==> src/rtl/uart_dac_main.sv <==
// Generic first-word-fall-through FIFO used for the per-DAC word queues.
// Latency: a pushed word is visible on pop_dat the cycle after the push.
// Backpressure: pushes while full are discarded; pop_rdy only takes effect while pop_vld.
module fifo #(
    parameter int W     = 24,
    parameter int DEPTH = 4
) (
    input  logic         clk,
    input  logic         rst_n,
    input  logic         push_vld,
    input  logic [W-1:0] push_dat,
    output logic         pop_vld,
    input  logic         pop_rdy,
    output logic [W-1:0] pop_dat
);
    localparam int AW = $clog2(DEPTH);

    logic [W-1:0] mem [DEPTH];
    logic [AW:0]  wr_ptr;
    logic [AW:0]  rd_ptr;
    logic         full;

    // Extra pointer bit distinguishes full from empty when the indices match.
    assign full    = (wr_ptr[AW] != rd_ptr[AW]) && (wr_ptr[AW-1:0] == rd_ptr[AW-1:0]);
    assign pop_vld = (wr_ptr != rd_ptr);
    assign pop_dat = mem[rd_ptr[AW-1:0]];

    always_ff @(posedge clk or negedge rst_n) begin
        if (!rst_n) begin
            wr_ptr <= '0;
            rd_ptr <= '0;
        end else begin
            if (push_vld && !full) wr_ptr <= wr_ptr + 1'b1;
            if (pop_rdy && pop_vld) rd_ptr <= rd_ptr + 1'b1;
        end
    end

    always_ff @(posedge clk) begin
        if (push_vld && !full) mem[wr_ptr[AW-1:0]] <= push_dat;
    end
endmodule

// UART command bridge: 8N1 bytes fill per-DAC 24-bit word FIFOs and trigger serial DAC frames.
// Latency: echo and command action start the cycle after the stop-bit sample; frames begin 2 cycles later.
// Backpressure: none on the UART; words to a full FIFO and bytes arriving during an echo are not kept/echoed.
module uart_dac_main #(
    parameter int DACN         = 2,
    parameter int CLKS_PER_BIT = 26,
    parameter int FIFO_DEPTH   = 4,
    parameter int TESTBENCH    = 0
) (
    input  logic            clk_50,
    input  logic            reset_button,
    input  logic            uart_rx,
    output logic            uart_tx,
    output logic            on_led,
    output logic            fifo_empty_led_and,
    output logic            fifo_empty_led_or,
    input  logic [DACN-1:0] dac_busy_n,
    output logic [DACN-1:0] dac_sdo,
    output logic [DACN-1:0] dac_sclk,
    output logic [DACN-1:0] dac_sync_n,
    output logic [DACN-1:0] dac_reset_n,
    output logic [DACN-1:0] dac_clr_n,
    output logic [DACN-1:0] dac_ldac_n
);
    localparam int            CW       = $clog2(CLKS_PER_BIT);
    localparam logic [CW-1:0] BIT_END  = CW'(CLKS_PER_BIT - 1);
    localparam logic [CW-1:0] HALF_END = CW'(CLKS_PER_BIT / 2 - 1);
    localparam logic [4:0]    DACN_W   = 5'(DACN);

    typedef enum logic [1:0] {RX_IDLE, RX_START, RX_DATA, RX_STOP} rx_state_t;
    typedef enum logic [1:0] {P_IDLE, P_D0, P_D1, P_D2} p_state_t;
    typedef enum logic [1:0] {SH_IDLE, SH_WAIT, SH_FRAME} sh_state_t;

    logic [19:0] por_cnt;
    logic        por_done;

    always_ff @(posedge clk_50 or negedge reset_button) begin
        if (!reset_button) begin
            por_cnt  <= '0;
            por_done <= 1'b0;
        end else if (!por_done) begin
            por_cnt <= por_cnt + 20'd1;
            if (TESTBENCH != 0 || &por_cnt) por_done <= 1'b1;
        end
    end

    assign on_led      = por_done;
    assign dac_reset_n = {DACN{por_done}};
    assign dac_clr_n   = {DACN{por_done}};

    // ---------------- UART receive ----------------
    rx_state_t     rx_st, rx_nxt;
    logic          rx_meta, rx_s, rx_prev;
    logic [CW-1:0] rx_cnt;
    logic [2:0]    rx_bit;
    logic [6:0]    rx_shift;
    logic [7:0]    uart_rx_data;
    logic          rx_tick;
    logic          rx_valid;

    always_comb begin
        rx_nxt   = rx_st;
        rx_tick  = 1'b0;
        rx_valid = 1'b0;
        case (rx_st)
            RX_IDLE:  if (por_done && rx_prev && !rx_s) rx_nxt = RX_START;
            RX_START: if (rx_cnt == HALF_END) rx_nxt = rx_s ? RX_IDLE : RX_DATA;
            RX_DATA: if (rx_cnt == BIT_END) begin
                rx_tick = 1'b1;
                if (rx_bit == 3'd7) rx_nxt = RX_STOP;
            end
            RX_STOP: if (rx_cnt == BIT_END) begin
                rx_valid = rx_s;
                rx_nxt   = RX_IDLE;
            end
            default:  rx_nxt = RX_IDLE;
        endcase
    end

    always_ff @(posedge clk_50 or negedge reset_button) begin
        if (!reset_button) begin
            rx_st        <= RX_IDLE;
            rx_meta      <= 1'b1;
            rx_s         <= 1'b1;
            rx_prev      <= 1'b1;
            rx_cnt       <= '0;
            rx_bit       <= '0;
            rx_shift     <= '0;
            uart_rx_data <= '0;
        end else begin
            rx_meta <= uart_rx;
            rx_s    <= rx_meta;
            rx_prev <= rx_s;
            rx_st   <= rx_nxt;
            rx_cnt  <= (rx_st == RX_IDLE || rx_nxt != rx_st || rx_tick) ? '0 : rx_cnt + 1'b1;
            if (rx_st != RX_DATA) begin
                rx_bit <= '0;
            end else if (rx_tick) begin
                rx_bit   <= rx_bit + 3'd1;
                rx_shift <= {rx_s, rx_shift[6:1]};
                if (rx_bit == 3'd7) uart_rx_data <= {rx_s, rx_shift};
            end
        end
    end

    // ---------------- UART echo ----------------
    logic [9:0]    tx_shift;
    logic [3:0]    tx_left;
    logic [CW-1:0] tx_cnt;

    always_ff @(posedge clk_50 or negedge reset_button) begin
        if (!reset_button) begin
            tx_shift <= '1;
            tx_left  <= '0;
            tx_cnt   <= '0;
        end else if (tx_left == 4'd0) begin
            if (rx_valid) begin
                tx_shift <= {1'b1, uart_rx_data, 1'b0};
                tx_left  <= 4'd10;
                tx_cnt   <= '0;
            end
        end else if (tx_cnt == BIT_END) begin
            tx_cnt   <= '0;
            tx_shift <= {1'b1, tx_shift[9:1]};
            tx_left  <= tx_left - 4'd1;
        end else begin
            tx_cnt <= tx_cnt + 1'b1;
        end
    end

    assign uart_tx = (tx_left == 4'd0) ? 1'b1 : tx_shift[0];

    // ---------------- command parser ----------------
    p_state_t    p_st, p_nxt;
    logic [3:0]  chan;
    logic [15:0] word_hi;
    logic        word_push, xmit, ldac_go;
    logic [2:0]  ldac_cnt;

    always_comb begin
        p_nxt     = p_st;
        word_push = 1'b0;
        xmit      = 1'b0;
        ldac_go   = 1'b0;
        if (rx_valid) begin
            case (p_st)
                P_IDLE: case (uart_rx_data[7:4])
                    4'h2:    if ({1'b0, uart_rx_data[3:0]} < DACN_W) p_nxt = P_D0;
                    4'h3:    xmit = 1'b1;
                    4'h4:    ldac_go = 1'b1;
                    default: ;
                endcase
                P_D0:    p_nxt = P_D1;
                P_D1:    p_nxt = P_D2;
                P_D2: begin
                    p_nxt     = P_IDLE;
                    word_push = 1'b1;
                end
                default: p_nxt = P_IDLE;
            endcase
        end
    end

    always_ff @(posedge clk_50 or negedge reset_button) begin
        if (!reset_button) begin
            p_st     <= P_IDLE;
            chan     <= '0;
            word_hi  <= '0;
            ldac_cnt <= '0;
        end else begin
            p_st <= p_nxt;
            if (rx_valid && p_st == P_IDLE) chan <= uart_rx_data[3:0];
            if (rx_valid && (p_st == P_D0 || p_st == P_D1)) word_hi <= {word_hi[7:0], uart_rx_data};
            if (ldac_go)                  ldac_cnt <= 3'd4;
            else if (ldac_cnt != 3'd0)    ldac_cnt <= ldac_cnt - 3'd1;
        end
    end

    assign dac_ldac_n = {DACN{ldac_cnt == 3'd0}};

    // ---------------- per-DAC queue and shifter ----------------
    logic [DACN-1:0] fifo_empty;

    for (genvar k = 0; k < DACN; k++) begin : g_dac
        sh_state_t   sh_st, sh_nxt;
        logic        pop_vld;
        logic [23:0] pop_dat;
        logic [5:0]  sh_cnt;
        logic [23:0] sh_reg;

        fifo #(.W(24), .DEPTH(FIFO_DEPTH)) u_fifo (
            .clk      (clk_50),
            .rst_n    (reset_button),
            .push_vld (word_push && (chan == 4'(k))),
            .push_dat ({word_hi, uart_rx_data}),
            .pop_vld  (pop_vld),
            .pop_rdy  (xmit && sh_st == SH_IDLE),
            .pop_dat  (pop_dat)
        );

        always_comb begin
            sh_nxt = sh_st;
            case (sh_st)
                SH_IDLE:  if (xmit && pop_vld) sh_nxt = SH_WAIT;
                SH_WAIT:  if (dac_busy_n[k]) sh_nxt = SH_FRAME;
                SH_FRAME: if (sh_cnt == 6'd48) sh_nxt = SH_IDLE;
                default:  sh_nxt = SH_IDLE;
            endcase
        end

        // Cycle 0 presents the MSB; odd cycles hold sclk low, and data advances as sclk rises.
        always_ff @(posedge clk_50 or negedge reset_button) begin
            if (!reset_button) begin
                sh_st  <= SH_IDLE;
                sh_cnt <= '0;
                sh_reg <= '0;
            end else begin
                sh_st  <= sh_nxt;
                sh_cnt <= (sh_st == SH_FRAME) ? sh_cnt + 6'd1 : 6'd0;
                if (sh_st == SH_IDLE && sh_nxt == SH_WAIT) sh_reg <= pop_dat;
                else if (sh_st == SH_FRAME && sh_cnt[0])   sh_reg <= {sh_reg[22:0], 1'b0};
            end
        end

        assign fifo_empty[k] = !pop_vld;
        assign dac_sync_n[k] = (sh_st != SH_FRAME);
        assign dac_sclk[k]   = !(sh_st == SH_FRAME && sh_cnt[0]);
        assign dac_sdo[k]    = (sh_st == SH_FRAME) && sh_reg[23];
    end

    assign fifo_empty_led_and = &fifo_empty;
    assign fifo_empty_led_or  = |fifo_empty;
endmodule

==> config.mk <==
export PLATFORM = sky130hd
export DESIGN_NAME = uart_dac_main
export DESIGN_NICKNAME = d
export VERILOG_FILES = /design/src/rtl/uart_dac_main.sv
export SDC_FILE = /design/constraint.sdc
export NUM_CORES = 1
export LEC_CHECK = 0
export ABC_AREA = 1
export CORE_ASPECT_RATIO = 1.5
export CORE_MARGIN = 1
export CORE_UTILIZATION = 30
export CTS_BUF_LIST = sky130_fd_sc_hd__clkbuf_2 sky130_fd_sc_hd__clkbuf_4 sky130_fd_sc_hd__clkbuf_8
export DETAILED_ROUTE_END_ITERATION = 6
export MAX_ROUTING_LAYER = met4
export PLACE_DENSITY = 0.54
export SYNTH_ARGS = -nofsm -noshare
export SYNTH_HDL_FRONTEND = slang
export SYNTH_SLANG_ARGS = --single-unit
==> constraint.sdc <==
create_clock -name clk_50 -period 3.9 [get_ports clk_50]
set_input_delay 0.39 -clock clk_50 [delete_from_list [all_inputs] [get_ports clk_50]]
set_output_delay 0.39 -clock clk_50 [all_outputs]
set_load 0.005 [all_outputs]
==> results of run 1 <==
[kinds of logic after synthesis]
group           Yosys count
compound gates          195
xor+xnor                 29
fa+ha+maj                29
buf+inv                 208
flops                   360
mux                       1
simple gates            709
[per-layer routing]
layer / up-vias / track usage (%) / wire [um]
met5: - / - / 0
met4: 0 / 6.19 / 1250
met3: 69 / 1.91 / 1120
met2: 160 / 26.0 / 18800
met1: 5079 / 14.4 / 13600
li1: 5171 / - / -
[report_power, final]
part           switching, mW  internal (mW)
sequential          0.000649           3.98
clock                   1.52           1.72
combinational         0.0373        0.00773
[path summary, 6_finish.rpt]
path,startpoint,to,slack [ns]
setup / recovery,rx_cnt[1],g_dac[0].u_fifo.mem[3][2],0.96
max in group asynchronous,reset_button,rx_prev,2.61
setup reg to reg,rx_cnt[1],g_dac[0].u_fifo.mem[3][2],0.96
hold reg to reg,rx_meta,rx_s,0.36
min in group asynchronous,reset_button,g_dac[0].sh_reg[3],0.43
hold / removal,uart_rx,rx_meta,0.20
[synthesized netlist by cell type, types with 2 or more instances]
| cell | n |
|---|---|
| nand2_1 | 373 |
| clkbuf_1 | 36 |
| inv_2 | 2 |
| o21ai_1 | 3 |
| nand3_2 | 3 |
| inv_1 | 143 |
| nor2_4 | 2 |
| xor2_1 | 18 |
| or2_2 | 11 |
| nand2_2 | 5 |
| a31oi_1 | 3 |
| xnor2_1 | 11 |
| buf_1 | 3 |
| nand3_1 | 106 |
| dfrtp_1 | 156 |
| o22a_1 | 3 |
| buf_4 | 8 |
| nor2_1 | 166 |
| o21ai_0 | 135 |
| nand3b_1 | 3 |
| buf_2 | 12 |
| o31ai_1 | 9 |
| o22ai_1 | 32 |
| edfxtp_1 | 192 |
| dfstp_2 | 12 |
| nand4_1 | 27 |
| ha_1 | 29 |
| nor3_1 | 8 |
| o211ai_1 | 4 |
| buf_6 | 2 |
| a21oi_1 | 4 |
[cell type report]
type | instances | share of cell area [%]
repair buffers | 42 | 2.31
clock inverters | 34 | 1.43
inverters | 147 | 3.14
diodes | 1 | 0.0142
clock buffers | 72 | 5.09
well taps | 669 | 4.75
multi-input cells | 963 | 26.7
flip-flops and latches | 360 | 56.6
[timing repair]
action | 4_1_cts | 5_1_grt
endpoints found under the setup margin | 0 | 0
gates resized for setup | 0 | 0
hold endpoints to repair | 71 | 0
hold buffers | 1 | 0
[placed cells by master (no fill, tap or decap), types with 4 or more instances in the layout]
master,instances
clkinv_1,19
o21ai_0,135
or2_2,11
nor2_2,8
nor3_1,8
clkinv_2,8
dfrtp_1,156
edfxtp_1,192
nand2_1,373
xor2_1,18
a21oi_1,4
o22ai_1,32
dfstp_2,12
nand2_2,5
nor2_1,158
clkdlybuf4s50_1,19
nand4_1,27
xnor2_1,11
buf_4,18
o31ai_1,9
nand3_1,106
clkbuf_8,57
inv_1,143
o211ai_1,4
clkbuf_4,15
ha_1,29
[critical path, delay by kind of cell (launching register included)]
family | cells | cell delay (ns)
adder cells (fa/ha/maj) | 1 | 0.18
buffers and inverters | 2 | 0.46
flip-flops | 1 | 0.40
AND/OR/NAND/NOR | 6 | 1.50
[per-stage QoR]
step / instances / hold slack [ns]
finish: 2288 / 0.205
global route: 2288 / 0.157
CTS: 2287 / 0.145
detailed placement: 2180 / 0.356
global placement: 2180 / 0.357
floorplan: 1531 / 0.0944
==> qor.yml, run 1 <==
setup_path:
  crit_chain: "inv_1 -> ha_1 -> nand2_2 -> nor2_4 -> nand2_4 -> nor3_1 -> nand2_1 -> nor2_2 -> buf_4"
  critPathCaptureType: "flop"
  slowest_stage: "nor2_2"
  path_max_fanout: 27
  critPathMaxStageDelay_ns: 0.43
  critPathArrivalTime_ns: 3.20
  crit_required_ns: 4.16
  timing_worst_setup_path_type: "reg -> reg"
  start_kind: "flop"
  r2r_cells: 9
floorplan:
  die_x_um: 188
  fp.coreArea_um2: 50800
  initial_core_util_pct: 30.5
  die-area_um2: 52600
  rows: 101
  io_pins: 21
  die_h_um: 281
place:
  dpl.hpwl_um: 22400
  gp_congestion: 0.779
  dpl-instance-area_um2: 16500
  dp_worst_setup_slack_ns: 0.977
  io_buffers: 20
route:
  drtPass1Iterations: 5
  avgViaCountPerCell: 4.58
  drt_iter0_markers: 656
  wire_per_inst_um: 15.2
  drc: 0
  dr_total_vias: 10500
  final_antenna_net_count: 0
  drt_wl_total_um: 34700
sta:
  skew_ns: 0.0479
  setup_viol: 0
  fin_ws_ns: 0.961
  fin_setup_tns_ns: 0
  slew_violations: 0
  post-route-min-period_ns: 2.94
  worstMarginPinSlew_ns: 1.11
  hold_viol_final: 0
  maxSlewHeadroom_pct: 25.8
  fmax_ghz: 0.340
  period_share_pct: 75.4
  grt_setup_unrepaired: "no"
yosys:
  synth_top_area_cell: "edfxtp_1"
  synth.avg_cell_area_um2: 10.1
  syn_nets: 1565
  synth_edf_count: 192
  synth_xor_area_share_pct: 1.64
  synth-seq-cells: 360
  netlist_area_um2: 15500
  synthAdderAreaFrac_pct: 2.34
  async_reset_ff_share_pct: 46.7
  synthFlopType: "edfxtp_1"
  synth_top_family_by_area: "simple AND/OR/NAND/NOR gates"
  synth.area.top_cells: "edfxtp_1 37%, dfrtp_1 25%, nand2_1 9.0%"
  synth_top_area_share_pct: 37.2
  yosys.area_share.simple_pct: 19.3
  synthMuxAreaShare_pct: 0.0726
  synth_cells: 1531
  yosys_warnings: 0
  ys_types: 41
  ys_seq_area_share_pct: 64.4
  synth_compound_area_share_pct: 6.89
global_routing:
  track_usage_pct: 13.9
  grt_pass1_vias: 10700
  grt.overflow.total: 0
  grt_pass1_wl_um: 56400
  antenna_found_initial: 1
  grt_start_max_net_pins: 86
clock_tree:
  clk_pin_slew_worst_paths_ns: 0.06
  cts_tree: "done"
  htree_levels: 2
  clockBufferDepth: 3
  clock-sinks: 360
  postCtsSetupRepairBufs: 0
  insertion_delay_ns: 0.64
  cts_buffers: 56
  ctsRootBufferMaster: "clkbuf_8"
status:
  status: "finished clean"
final_layout:
  finalNetCount: 1604
  n_fill_cell: 5096
  multi_input_area_um2: 4710
  areaGrowthSynthToFinish_pct: 13.7
  regArea_um2: 9980
  design_area_um2: 17600
  largest_reg_flops: 192
  drive_gt1_share_pct: 9.70
  fin_util_pct: 34.7
min_path:
  holdPathStages: 1
  hold_class: "in -> reg"
power:
  leakagePower_nw: 7.26
  power_mw: 7.27
  peakVddDrop_v: 0.000233
  power_density_nw_per_um2: 412
flow_run:
  maxCapViolCount: 0
(Power assumes the default switching activity.)
==> inputs of run 2 (changes only) <==
- clock period: 3.9 -> 2.73 ns (I/O delays scaled with it)
==> run 2 against run 1 <==
Net effect:
- critical path depth is 5 lower
- via count barely moved
- register-to-register slack worse by 0.59 ns
- total power increased by 44%
- critical endpoint is now dac_sclk[1]
- largest cell class unchanged
==> qor.yml, run 2 (synthesis gave the netlist of run 1 again) <==
status:
  status: "finished clean"  # unchanged
global_routing:
  grt_start_max_net_pins: 64  # was 86
  grt_pass1_vias: 10500  # was 10,700
  antenna_found_initial: 1  # unchanged
  track_usage_pct: 13.8  # was 13.9%
  grt_pass1_wl_um: 56000  # was 56,400 um
  grt.overflow.total: 0  # unchanged
floorplan:
  die_x_um: 188  # unchanged
  io_pins: 21  # unchanged
  initial_core_util_pct: 30.5  # unchanged
  die-area_um2: 52600  # unchanged
  fp.coreArea_um2: 50800  # unchanged
  rows: 101  # unchanged
  die_h_um: 281  # unchanged
clock_tree:
  clockBufferDepth: 3  # unchanged
  clock-sinks: 360  # unchanged
  htree_levels: 2  # unchanged
  insertion_delay_ns: 0.62  # was 0.64 ns
  cts_tree: "done"  # unchanged
  postCtsSetupRepairBufs: 0  # unchanged
  clk_pin_slew_worst_paths_ns: 0.06  # about the same
  ctsRootBufferMaster: "clkbuf_8"  # unchanged
  cts_buffers: 56  # unchanged
setup_path:
  path_max_fanout: 27  # unchanged
  start_kind: "flop"  # unchanged
  ff2ff_setup_slack_ns: 0.37  # was 0.96 ns
  critPathArrivalTime_ns: 2.29  # was 3.20 ns
  critPathCaptureType: "output pin"  # was flop
  crit_required_ns: 2.46  # was 4.16 ns
  timing_worst_setup_path_type: "reg -> out"  # was reg -> reg
sta:
  fin_setup_tns_ns: 0  # unchanged
  setup_viol: 0  # unchanged
  grt_setup_unrepaired: "no"  # unchanged
  hold_ws_ns: 0.0780  # was 0.205 ns
  fin_ws_ns: 0.164  # was 0.961 ns
  period_share_pct: 94.0
  hold_viol_final: 0  # unchanged
  worstMarginPinSlew_ns: 0.665  # was 1.11 ns
  skew_ns: 0.0374  # was 0.0479 ns
  maxSlewHeadroom_pct: 55.7  # was 25.8%
  slew_violations: 0  # unchanged
  fmax_ghz: 0.390
  post-route-min-period_ns: 2.57
route:
  final_antenna_net_count: 0  # unchanged
  drc: 0  # unchanged
  avgViaCountPerCell: 4.54  # was 4.58
  drtPass1Iterations: 5  # unchanged
  drt_iter0_markers: 663  # was 656
  drt_wl_total_um: 34200  # was 34,700 um
  dr_total_vias: 10500  # about the same
  wire_per_inst_um: 14.8  # was 15.2 um
power:
  power_switching_mw: 2.21  # was 1.56 mW
  clockPowerShare_pct: 44.9  # was 44.6%
  p_int_mw: 8.24  # was 5.71 mW
  power_density_nw_per_um2: 585  # was 412 nW/um2
  peakVddDrop_v: 0.000292  # was 0.000233 V
  p_sw_share_pct: 21.1  # was 21.4%
  power_frac_comb_pct: 0.6  # about the same
  leakagePower_nw: 7.42  # was 7.26 nW
  power_mw: 10.4  # was 7.27 mW
  pwr-share-seq_pct: 54.5  # was 54.7%
place:
  gp_congestion: 0.773  # was 0.779
  dpl-instance-area_um2: 16700  # was 16,500 um2
  dp_worst_setup_slack_ns: 0.144  # was 0.977 ns
  io_buffers: 20  # unchanged
  dp_cells: 2199  # was 2,180
  dpl.hpwl_um: 22400  # about the same
final_layout:
  final_cells: 2306  # was 2,288
  fin_util_pct: 35.2  # was 34.7%
  final_common_cell: "nand2_1"  # unchanged
  drive_gt1_share_pct: 10.9  # was 9.70%
  largest_reg_flops: 192  # unchanged
  design_area_um2: 17900  # was 17,600 um2
  final_cell_mix: "372 x nand2_1, 192 x edfxtp_1, 158 x nor2_1"  # was 373 x nand2_1, 192 x edfxtp_1, 158 x nor2_1
  areaGrowthSynthToFinish_pct: 15.2  # was 13.7%
  finalNetCount: 1623  # was 1,604
flow_run:
  maxCapViolCount: 0  # unchanged
min_path:
  hold_class: "in -> reg"  # unchanged
[run 2: critical path: stages, from the launching register on]
cell and delay, ns:
dfrtp_1 0.41, inv_1 0.07, nor2_1 0.38, nand2_4 0.29
clkdlybuf4s50_1 0.53
[run 2: final cells by class]
cell class	instances	area, um2
Antenna cell	1	2.50
Sequential cell	360	9980
Fill cell	5066	32900
Clock buffer	69	887
Tap cell	669	837
Timing Repair Buffer	61	587
Multi-Input combinational cell	963	4730
Inverter	147	553
Clock inverter	36	282
[run 2: routing by layer]
layer | track usage (%) | vias to the layer above | wire length [um]
li1 | - | 5209 | -
met1 | 14.5 | 5058 | 13900
met2 | 25.7 | 148 | 18300
met3 | 1.99 | 61 | 1000
met4 | 5.36 | 0 | 996
met5 | - | - | 0
[run 2: path summary, 6_finish.rpt]
check / end / start / cells after the start
min in group asynchronous: por_cnt[15] / reset_button / 2
max in group asynchronous: tx_shift[0] / reset_button / 3
worst min-delay path: rx_meta / uart_rx / 1
worst max-delay path: dac_sclk[1] / g_dac[1].sh_st[1] / 4
worst max register to register: g_dac[0].u_fifo.mem[3][1] / rx_cnt[1] / 10
worst min register to register: rx_s / rx_meta / 0
[run 2: power groups by stage]
stage / registers (mW) / clock network [mW] / logic (mW)
2_1_floorplan: 5.80 / 0 / 0.000647
3_3_place_gp: 5.80 / 0 / 0.0690
3_5_place_dp: 5.80 / 0 / 0.0699
4_1_cts: 5.69 / 4.87 / 0.0710
5_1_grt: 5.68 / 5.08 / 0.0780
6_report: 5.69 / 4.69 / 0.0650
[run 2: repair_timing]
action                                  CTS  global route
endpoints found under the setup margin    2            51
gates resized for setup                   2             3
hold buffers                              1             0
endpoints found under the hold margin    52             0
==> inputs of run 3 (changes only) <==
- CTS_CLUSTER_DIAMETER: not set -> 30
- TNS_END_PERCENT: not set -> 1
==> run 3 against run 2 <==
Net effect:
- hold slack improved by 0.00081 ns
- die area unchanged
- maximum frequency decreased by 0.37%
- total power increased by 18%
- non-clock buffer count decreased by 1
- critical path type unchanged
- clock power increased by 39%
- count of clock-buffer cells in the layout increased by 20
- wire length increased by 1.7%
- clock skew increased by 0.0069 ns
- via count increased by 0.91%
- sequential share of layout area decreased by 1.7 points
==> qor.yml, run 3 (synthesis gave the netlist of run 1 again) <==
min_path:
  min_to: "rx_meta"  # unchanged
  hold_class: "in -> reg"  # unchanged
  holdPathStages: 1  # unchanged
  hp-start: "uart_rx"  # unchanged
place:
  dp_cells: 2198  # was 2,199
  io_buffers: 20  # unchanged
  dpl.hpwl_um: 22700  # was 22,400 um
  dp_worst_setup_slack_ns: 0.253  # was 0.144 ns
  gp_congestion: 0.778  # was 0.773
floorplan:
  die-area_um2: 52600  # unchanged
  fp.coreArea_um2: 50800  # unchanged
  initial_core_util_pct: 30.5  # unchanged
  die_x_um: 188  # unchanged
  die_h_um: 281  # unchanged
  rows: 101  # unchanged
  io_pins: 21  # unchanged
sta:
  fmax_ghz: 0.388  # was 0.390 GHz
  maxSlewHeadroom_pct: 54.5  # was 55.7%
  post-route-min-period_ns: 2.58  # was 2.57 ns
  grt_setup_unrepaired: "no"  # unchanged
  setup_viol: 0  # unchanged
  hold_viol_final: 0  # unchanged
  worstMarginPinSlew_ns: 0.682  # was 0.665 ns
  skew_ns: 0.0443  # was 0.0374 ns
  slew_violations: 0  # unchanged
  period_share_pct: 94.4  # was 94.0%
  fin_ws_ns: 0.154  # was 0.164 ns
final_layout:
  final_common_cell: "nand2_1"  # unchanged
  n_fill_cell: 5040  # was 5,066
  drive_gt1_share_pct: 12.8  # was 10.9%
  areaGrowthSynthToFinish_pct: 18.7  # was 15.2%
  largest_reg_flops: 192  # unchanged
  finalNetCount: 1637  # was 1,623
  final_cells: 2332  # was 2,306
  final_cell_mix: "373 x nand2_1, 192 x edfxtp_1, 158 x nor2_1"  # was 372 x nand2_1, 192 x edfxtp_1, 158 x nor2_1
clock_tree:
  clockBufferDepth: 3  # unchanged
  insertion_delay_ns: 0.63  # was 0.62 ns
  ctsRootBufferMaster: "clkbuf_8"  # unchanged
  cts_buffers: 71  # was 56
  clk_pin_slew_worst_paths_ns: 0.06  # about the same
  postCtsSetupRepairBufs: 0  # unchanged
  clock-sinks: 360  # unchanged
  htree_levels: 3  # was 2
  cts_tree: "done"  # unchanged
setup_path:
  worstReg2RegEnd: "g_dac[1].sh_reg[15]"  # was g_dac[0].u_fifo.mem[3][1]
  cp_num_buf_inv: 2  # unchanged
  timing_worst_setup_path_type: "reg -> out"  # unchanged
  crit_required_ns: 2.46  # about the same
  critical-path-top-delay-family: "buffers and inverters"  # was simple AND/OR/NAND/NOR gates
  critPathCaptureType: "output pin"  # unchanged
  critPathMostFrequentCell: "nand2_1"
  r2r-start: "rx_cnt[1]"  # unchanged
  critPathArrivalTime_ns: 2.30  # was 2.29 ns
  critPathMaxStageDelay_ns: 0.52  # was 0.53 ns
  path_max_fanout: 9  # was 27
  ff2ff_setup_slack_ns: 0.42  # was 0.37 ns
  r2r_cells: 11  # was 10
  crit_chain: "inv_1 -> nand2_1 -> nand2_1 -> nand3_4 -> nor2_1 -> clkdlybuf4s50_1"  # was inv_1 -> nor2_1 -> nand2_4 -> clkdlybuf4s50_1
  start_kind: "flop"  # unchanged
  slowest_stage: "clkdlybuf4s50_1"  # unchanged
global_routing:
  grt_pass1_vias: 10800  # was 10,500
  antenna_found_initial: 1  # unchanged
  track_usage_pct: 14.0  # was 13.8%
  grt_pass1_wl_um: 56300  # was 56,000 um
  grt_start_max_net_pins: 58  # was 64
  grt.overflow.total: 0  # unchanged
power:
  leakagePower_nw: 7.65  # was 7.42 nW
  peakVddDrop_v: 0.000296  # was 0.000292 V
  power_density_nw_per_um2: 667  # was 585 nW/um2
route:
  dr_total_vias: 10600  # was 10,500
  drt_wl_total_um: 34800  # was 34,200 um
  avgViaCountPerCell: 4.53  # was 4.54
  wire_per_inst_um: 14.9  # was 14.8 um
  drtPass1Iterations: 5  # unchanged
  drc: 0  # unchanged
  drt_iter0_markers: 676  # was 663
  final_antenna_net_count: 0  # unchanged
flow_run:
  maxCapViolCount: 0  # unchanged
status:
  status: "finished clean"  # unchanged
-- run 3: cell count changes in the layout (fill, tap and decap cells not counted), moves of 4 or more --
| cell | delta |
|---|---|
| clkbuf_8 | +18 |
| clkinv_2 | -4 |
| clkinvlp_4 | +7 |
| clkinv_1 | -9 |
| bufinv_16 | +9 |
-- run 3: timing repair --
action	4_1_cts	5_1_grt
hold endpoints to repair	41	0
endpoints found under the setup margin	0	2
gates resized for setup	0	3
hold buffers	1	0
-- run 3: metrics by stage --
step                      instance area, um2  hold slack (ns)  util [%]  setup TNS [ns]  power, mW
after detailed placement               16700            0.247      32.8               0       5.87
after global routing                   18400           0.0646      36.3               0       12.7
final                                  18400           0.0788      36.3               0       12.3
after global placement                 16700            0.243      32.8               0       5.87
after floorplan                        15500          -0.0226         -          -26.86       5.80
after CTS                              18400           0.0357      36.2               0       12.5
-- run 3: where the power goes --
part	internal, mW	leakage [nW]	switching, mW
Combinational	0.0131	3.17	0.0539
Sequential	5.69	3.61	0.000980
Clock	4.06	0.872	2.46
-- run 3: final cells by class --
class                   count  area (um2)  share of cell area (%)
diodes                      1        2.50                  0.0136
clock buffers              89        1150                    6.24
clock inverters            43         588                    3.19
inverters                 147         553                    3.00
multi-input cells         963        4720                    25.7
flip-flops and latches    360        9980                    54.2
well taps                 669         837                    4.54
repair buffers             60         579                    3.15
-- run 3: per-layer routing --
| layer | global-route usage [%] | share of wire, % | up-vias |
|---|---|---|---|
| met2 | 25.3 | 53 | 175 |
| met1 | 14.5 | 40 | 5076 |
| met3 | 2.39 | 3.8 | 72 |
| met5 | - | 0 | - |
| li1 | - | - | 5248 |
| met4 | 7.30 | 3.5 | 0 |
-- run 3: worst register-to-register path, delay by kind of cell (launching register included) --
kind | cells | cell delay [ns]
buf+inv | 2 | 0.30
fa+ha+maj | 1 | 0.18
flops | 1 | 0.40
simple gates | 8 | 1.36
-- run 3: worst max path at each step --
stage | end | slack (ns) | cells past startpoint | start
floorplan | g_dac[1].u_fifo.mem[0][0] | -0.15 | 9 | rx_cnt[1]
global placement | g_dac[0].u_fifo.mem[0][15] | 0.28 | 9 | rx_cnt[1]
detailed placement | g_dac[0].u_fifo.mem[0][15] | 0.25 | 9 | rx_cnt[1]
CTS | fifo_empty_led_and | 0.01 | 6 | g_dac[1].u_fifo.rd_ptr[0]
global route | fifo_empty_led_and | 0.006 | 6 | g_dac[1].u_fifo.rd_ptr[0]
finish | fifo_empty_led_and | 0.15 | 6 | g_dac[1].u_fifo.rd_ptr[0]
